$ cat config.mk
export PLATFORM = sky130hd
export DESIGN_NAME = mem_stage
export DESIGN_NICKNAME = d
export VERILOG_FILES = /design/src/rtl/riscv_pkg.sv /design/src/rtl/ex_mem_reg.sv /design/src/rtl/mem_stage.sv
export SDC_FILE = /design/constraint.sdc
export NUM_CORES = 1
export LEC_CHECK = 0
export ABC_AREA = 1
export CORE_MARGIN = 4
export CORE_UTILIZATION = 25
export CTS_CLUSTER_DIAMETER = 150
export DETAILED_ROUTE_END_ITERATION = 10
export DONT_BUFFER_PORTS = 1
export GPL_ROUTABILITY_DRIVEN = 0
export GPL_TIMING_DRIVEN = 0
export PLACE_DENSITY = 0.49
export SLEW_MARGIN = 40
export SYNTH_ARGS = -nofsm -noshare
export SYNTH_HDL_FRONTEND = slang
export SYNTH_SLANG_ARGS = --single-unit
$ cat constraint.sdc
create_clock -name clk -period 1.19 [get_ports clk]
set_input_delay 0.238 -clock clk [delete_from_list [all_inputs] [get_ports clk]]
set_output_delay 0.238 -clock clk [all_outputs]
set_load 0.005 [all_outputs]
$ cat src/rtl/riscv_pkg.sv
// riscv_pkg: shared rv32i pipeline types for the memory stage and its registers.
`default_nettype none

package riscv_pkg;

  localparam int XLEN = 32;

  localparam logic [1:0] RES_ALU = 2'b00;
  localparam logic [1:0] RES_MEM = 2'b01;
  localparam logic [1:0] RES_PC4 = 2'b10;

  typedef struct packed {
    logic            RegWrite;
    logic            MemWrite;
    logic [1:0]      ResultSrc;
    logic [4:0]      Rd;
    logic [XLEN-1:0] ALUResult;
    logic [XLEN-1:0] WriteData;
    logic [XLEN-1:0] PCPlus4;
  } ex_mem_s;

  typedef struct packed {
    logic            RegWrite;
    logic [1:0]      ResultSrc;
    logic [4:0]      Rd;
    logic [XLEN-1:0] ALUResult;
    logic [XLEN-1:0] ReadData;
    logic [XLEN-1:0] PCPlus4;
  } mem_wb_s;

  typedef enum logic [0:0] {
    MEM_IDLE      = 1'b0,
    MEM_WAIT_RESP = 1'b1
  } mem_state_e;

endpackage

`default_nettype wire

$ cat src/rtl/ex_mem_reg.sv
// ex_mem_reg: EX/MEM pipeline register with load enable and synchronous reset.
`default_nettype none

module ex_mem_reg
  import riscv_pkg::*;
(
  input  logic    clk,
  input  logic    rst,
  input  logic    en,
  input  ex_mem_s d,
  output ex_mem_s q
);

  always_ff @(posedge clk) begin
    if (rst) begin
      q <= '0;
    end else if (en) begin
      q <= d;
    end
  end

endmodule

`default_nettype wire

$ cat src/rtl/mem_stage.sv
// mem_stage: rv32i memory stage; EX/MEM register, req/gnt/rvalid word access FSM,
// stall generation, busy watchdog and MEM/WB register.
`default_nettype none

module mem_stage
  import riscv_pkg::*;
#(
  parameter int          XLEN    = riscv_pkg::XLEN,
  parameter int unsigned TIMEOUT = 64
) (
  input  logic            clk,
  input  logic            rst,
  input  logic            RegWriteE,
  input  logic            MemWriteE,
  input  logic [1:0]      ResultSrcE,
  input  logic [4:0]      RdE,
  input  logic [XLEN-1:0] ALUResultE,
  input  logic [XLEN-1:0] WriteDataE,
  input  logic [XLEN-1:0] PCPlus4E,
  output logic            RegWriteM,
  output logic [4:0]      RdM,
  output logic [XLEN-1:0] ALUResultM,
  output logic            MemBusyM,
  output logic            MemTimeoutM,
  output logic            dmem_req,
  output logic            dmem_we,
  output logic [XLEN-1:0] dmem_addr,
  output logic [XLEN-1:0] dmem_wdata,
  input  logic            dmem_gnt,
  input  logic            dmem_rvalid,
  input  logic [XLEN-1:0] dmem_rdata,
  output logic            RegWriteW,
  output logic [1:0]      ResultSrcW,
  output logic [4:0]      RdW,
  output logic [XLEN-1:0] ALUResultW,
  output logic [XLEN-1:0] ReadDataW,
  output logic [XLEN-1:0] PCPlus4W
);

  ex_mem_s    ex_in, exm;
  mem_wb_s    wb;
  mem_state_e state, state_next;
  logic       is_load, mem_op, done, busy, req;

  assign ex_in = '{RegWrite: RegWriteE, MemWrite: MemWriteE, ResultSrc: ResultSrcE,
                   Rd: RdE, ALUResult: ALUResultE, WriteData: WriteDataE,
                   PCPlus4: PCPlus4E};

  // EX/MEM only advances when the current access has finished
  ex_mem_reg u_ex_mem_reg (
    .clk (clk),
    .rst (rst),
    .en  (!busy),
    .d   (ex_in),
    .q   (exm)
  );

  assign is_load = (exm.ResultSrc == RES_MEM);
  assign mem_op  = exm.MemWrite | is_load;

  always_ff @(posedge clk) begin
    if (rst) begin
      state <= MEM_IDLE;
    end else begin
      state <= state_next;
    end
  end

  always_comb begin
    state_next = state;
    req        = 1'b0;
    done       = 1'b0;
    case (state)
      MEM_IDLE: begin
        req = mem_op;
        if (mem_op && dmem_gnt) begin
          if (exm.MemWrite || dmem_rvalid) begin
            done = 1'b1;
          end else begin
            state_next = MEM_WAIT_RESP;
          end
        end
      end
      MEM_WAIT_RESP: begin
        if (dmem_rvalid) begin
          done       = 1'b1;
          state_next = MEM_IDLE;
        end
      end
      default: state_next = MEM_IDLE;
    endcase
  end

  assign busy = mem_op & ~done;

  // A busy cycle pushes a bubble into MEM/WB
  always_ff @(posedge clk) begin
    if (rst || busy) begin
      wb <= '0;
    end else begin
      wb <= '{RegWrite: exm.RegWrite, ResultSrc: exm.ResultSrc, Rd: exm.Rd,
              ALUResult: exm.ALUResult,
              ReadData: is_load ? dmem_rdata : '0,
              PCPlus4: exm.PCPlus4};
    end
  end

  generate
    if (TIMEOUT != 0) begin : g_wdog
      localparam int         CW   = (TIMEOUT < 2) ? 1 : $clog2(TIMEOUT + 1);
      localparam logic [CW-1:0] LIM  = CW'(TIMEOUT);
      localparam logic [CW-1:0] LAST = CW'(TIMEOUT - 1);
      logic [CW-1:0] cnt;
      logic          flag;

      always_ff @(posedge clk) begin
        if (rst) begin
          cnt  <= '0;
          flag <= 1'b0;
        end else begin
          if (!busy) begin
            cnt <= '0;
          end else if (cnt != LIM) begin
            cnt <= cnt + 1'b1;
          end
          if (busy && (cnt >= LAST)) begin
            flag <= 1'b1;
          end
        end
      end
      assign MemTimeoutM = flag;
    end else begin : g_no_wdog
      assign MemTimeoutM = 1'b0;
    end
  endgenerate

  assign RegWriteM  = exm.RegWrite;
  assign RdM        = exm.Rd;
  assign ALUResultM = exm.ALUResult;
  assign MemBusyM   = busy;
  assign dmem_req   = req;
  assign dmem_we    = exm.MemWrite;
  assign dmem_addr  = {exm.ALUResult[XLEN-1:2], 2'b00};
  assign dmem_wdata = exm.WriteData;

  assign RegWriteW  = wb.RegWrite;
  assign ResultSrcW = wb.ResultSrc;
  assign RdW        = wb.Rd;
  assign ALUResultW = wb.ALUResult;
  assign ReadDataW  = wb.ReadData;
  assign PCPlus4W   = wb.PCPlus4;

endmodule

`default_nettype wire
# Yosys cells after proc, flatten, opt, wreduce, memory -nomap -nowiden
# Index checks and enable logic that the tools add are counted.
[op_classes]
addsub = 1
order_cmp = 1
n_eq_ne = 2
n_mux = 9
bitwise = 6
reduce_logical = 6
[op_table]
columns = ["op", "count"]
rows = [
  ["$add 7x1->7 const B", 1],
  ["$ge 7x6->1 const B", 1],
  ["$mux 1", 7],
  ["$ne 7x7->1 const B", 1],
  ["$not 1->1", 4],
  ["$pmux 1 s2", 2],
  ["$reduce_or 2->1", 2],
  ["$eq 2x1->1 const B", 1],
  ["$logic_and 1x1->1", 2],
  ["$logic_or 1x1->1", 2],
  ["$and 1x1->1", 1],
  ["$or 1x1->1", 1],
]
[totals]
regBits = 218
in_bits = 141
out_inout_bits = 210
wordCells = 41

# Depth between registers and ports, before layout
[logic_depth]
word_depth = 9
ltp_mapped = 9
ltp_nobuf = 8

# By module
# A second synthesis with hierarchy kept.
[hier_totals]
cells_unflattened = 1094
hier_area_um2 = 8095.3
[by_module_without_submodules]
columns = ["module", "instances", "cells_each", "area_each_um2", "seq_area_each_um2"]
rows = [
  ["ex_mem_reg", 1, 665, 4344.2, 2102.0],
  ["mem_stage", 1, 429, 3751.1, 2262.2],
]

# Least setup slack after synthesis
# Ideal clock, no wire load.
[synth_path]
path_type = "register to output"
startpoint = "register state"
endpoint = "output port MemBusyM"
t_arrival_ns = 1.055
t_required_ns = 0.952
slack_ns = -0.103
stages_incl_launch_ff = 7
n_path_buf = 2
path_cell_list = "dfxtp_1 or2_1 nand2_4 nand2_8 buf_6 buf_6 inv_1"
[synth_via]
elab_chain_len = 4
[synth_rtl]
columns = ["element", "line", "rtl"]
rows = [
  ["start: declaration", "mem_stage.sv:42", "mem_state_e state, state_next;"],
  ["start signal: assignment", "mem_stage.sv:65", "state <= state_next;"],
  ["$not 1->1", "-", ""],
  ["$pmux 1 s2 *", "mem_stage.sv:73", "case (state)"],
  ["$not 1->1 *", "mem_stage.sv:94", "assign busy = mem_op & ~done;"],
  ["$and 1x1->1 *", "mem_stage.sv:94", ""],
  ["end: declaration", "mem_stage.sv:23", "output logic MemBusyM,"],
]
# Every way passes the cells marked *; elsewhere a longest branch is shown, timed or not.

# Final worst setup path
# Ends and elaborated chain as after synthesis.

==> metrics <==
pre-CTS setup slack -0.579 ns; Initial Util about a quarter; top cells by area, synth dfxtp_1 (57%), buf_4 (11%), nand3_1 (7.2%); Post-synth EDFFs 0; Hold Buf Count CTS between 100 and 150; register area share after synthesis 57.1%; all-layer global routing usage 13.7%; Post-Syn Instances 878; reg2reg start state; FILL cells 2782; HPWL Detailed approximately 17 mm; # IOs about 350; largest net degree at the start of global routing 14; post-synth top area share a little under three fifths; # rows 63; H-tree depth 1; FF-to-FF setup slack -0.42 ns; vias in the first global route slightly above 6000; nets 1249; crit path kind reg -> out; Core ar. roughly 30000 µm²; number of CTS-inserted buffers 25; power density cells between 1500 and 2000 nW/µm²; mapped cell area 7650 µm²; storage element area roughly 4500 µm²; worst reg2reg endpoint u_ex_mem_reg.q[79]; arrival time worst endpoint about 1.5 ns; initial DRC count 193; Final Cycle Share 145%; clock buffer depth 3; Reg2Reg Depth 9; synth unique cells 27; critical path endpoint category output port; synth cell count leaders dfxtp_1 (218), inv_1 (113), nor2_1 (112); DRT antenna net count 0; TritonRoute pass-1 iters 5; drt total wl 26.2 mm; WHS Endpoint state; top-count cell post-synth dfxtp_1; relative slew slack 34.2%; Worst Path Max Fanout 3; Min-Delay Path Class in -> reg; initial antenna violation count 0; mean area per synthesized cell 8.71 µm²; TritonCTS clock tree yes; met3 WL around 1.7 mm; Most used DFF post-synth dfxtp_1; non-filler cells, final roughly 1500; fmax roughly 580 MHz; Seq cells post-synth between 200 and 250; Pwr Total 19500 µW; multi-input logic area around 2500 µm²; Clock transition at path regs ~0.050 ns; Worst-Margin Slew between 0.9 and 1 ns; die height 183 µm; minimum clock period after layout about 1.7 ns; DRC 0; metal1 wirelength between 10 and 15 mm; Slew Limit Fails 0; WL met2 about 13 mm; Setup WS post-layout -0.534 ns; global-route wire length before repair 36.6 mm; run status finished, violations left; CP Data Required Time about 0.95 ns; Setup Viol. Count Final 281; Worst Setup Start Kind register; violated checks hold timing, setup timing; share of layout cells above drive strength 1 between 40% and 50%; Root Buffer clkbuf_16; RSZ-0062 raised after global routing yes; Max Used Layer met4; launch point of the worst path state; Routed wire per std cell 17.3 µm; Worst Skew between 0.01 and 0.015 ns; Fin Hold WS -0.110 ns; placed insts around 1300; area leader, netlist dfxtp_1; DR vias 6257; Worst-Skew Late Latency 0.52 ns; total of max-cap violations 0; yosys warns 0; P&R area growth vs syn 67.5%; clock sink count approximately 220; final hold violations 1; Min-Delay Startpoint dmem_gnt; vias per inst roughly 4.1; Worst VDD drop 1050 µV; Port Buffers 0; Die X-Extent between 150 and 200 µm; Hold Crit Depth 2; Die Area 33400 µm²; leakage between 0.005 and 0.006 µW; gr ovfl total 0; Synth async-reset ratio 0%
layout by cell type, fill, tap and decap left out, types with 6 or more instances in the layout:
cell type,count
buf_1,6
clkbuf_16,36
clkbuf_8,8
dfxtp_1,146
buf_6,112
nand3_4,9
o21ai_2,17
dfxtp_4,18
buf_12,18
inv_1,111
clkinv_2,6
dfxtp_2,54
nand2_1,71
nor2_4,8
nand2_2,9
o21ai_1,56
nor2_2,26
nand3_1,41
nor2_1,79
nand3_2,61
dlygate4sd3_1,138
buf_4,22
buf_8,22
flip-flops by register name (all words and copies together) (netlist names):
signal,count
ALUResultW,32
RdW,5
state,1
PCPlus4W,32
MemTimeoutM,1
g_wdog.cnt,7
u_ex_mem_reg.q,105
RegWriteW,1
ReadDataW,32
ResultSrcW,2
cells by family (layout without fill, tap and decap cells):
kind of cell	count (synthesis)	in the layout	share of synthesized area, %
other	1	3	0.0490
AO/OA/AOI/OAI	81	81	5.30
buffers and inverters	259	503	18.9
flip-flops	218	218	57.1
AND/OR/NAND/NOR	316	316	18.3
XOR/XNOR	1	1	0.115
adder cells (fa/ha/maj)	2	2	0.327
worst max-delay path, stage by stage (launching register included):
cell,delay (ns)
dfxtp_2,0.32
or2_4,0.23
nand2_4,0.09
nand2_8,0.06
buf_12,0.12
buf_8,0.11
inv_4,0.04
area by class of cell:
class / instances / share of cell area (%)
Buffer: 142 / 13.0
Sequential cell: 218 / 35.1
Antenna cell: 1 / 0.0195
Clock inverter: 9 / 0.762
Inverter: 115 / 3.39
Multi-Input combinational cell: 402 / 19.8
Tap cell: 390 / 3.81
Clock buffer: 35 / 5.57
Timing Repair Buffer: 202 / 18.6
per-layer routing:
metal,vias up,track usage [%]
met5,-,0
met4,0,4.26
li1,3083,-
met2,213,23.4
met1,2920,17.2
met3,41,3.37
metrics by stage:
stage / setup TNS, ns / area (µm²) / utilization [%]
3_3_place_gp: -79.66 / 8240 / 27.6
5_1_grt: -81.67 / 12800 / 42.9
6_report: -67.93 / 12800 / 42.9
4_1_cts: -74.56 / 11600 / 38.7
3_5_place_dp: -77.98 / 8240 / 27.6
2_1_floorplan: -0.694 / 7760 / -
worst max path at each step:
stage | end | cells after the start
3_5_place_dp | u_ex_mem_reg.q[98] | 6
5_1_grt | MemBusyM | 6
4_1_cts | MemBusyM | 6
3_3_place_gp | u_ex_mem_reg.q[101] | 6
2_1_floorplan | MemBusyM | 6
6_report | MemBusyM | 6
where the power goes:
group | internal, µW | switching [µW]
clock | 4580 | 3000
combinational | 2120 | 1580
sequential | 7870 | 379
what timing repair did:
action                     4_1_cts  5_1_grt
resized for setup              188      331
pin swaps                        4        5
gates cloned                    15        7
setup buffers                   27       18
setup endpoints to repair      318      318
hold endpoints to repair       138        1
Note: power is estimated with default switching activity, not from simulation.
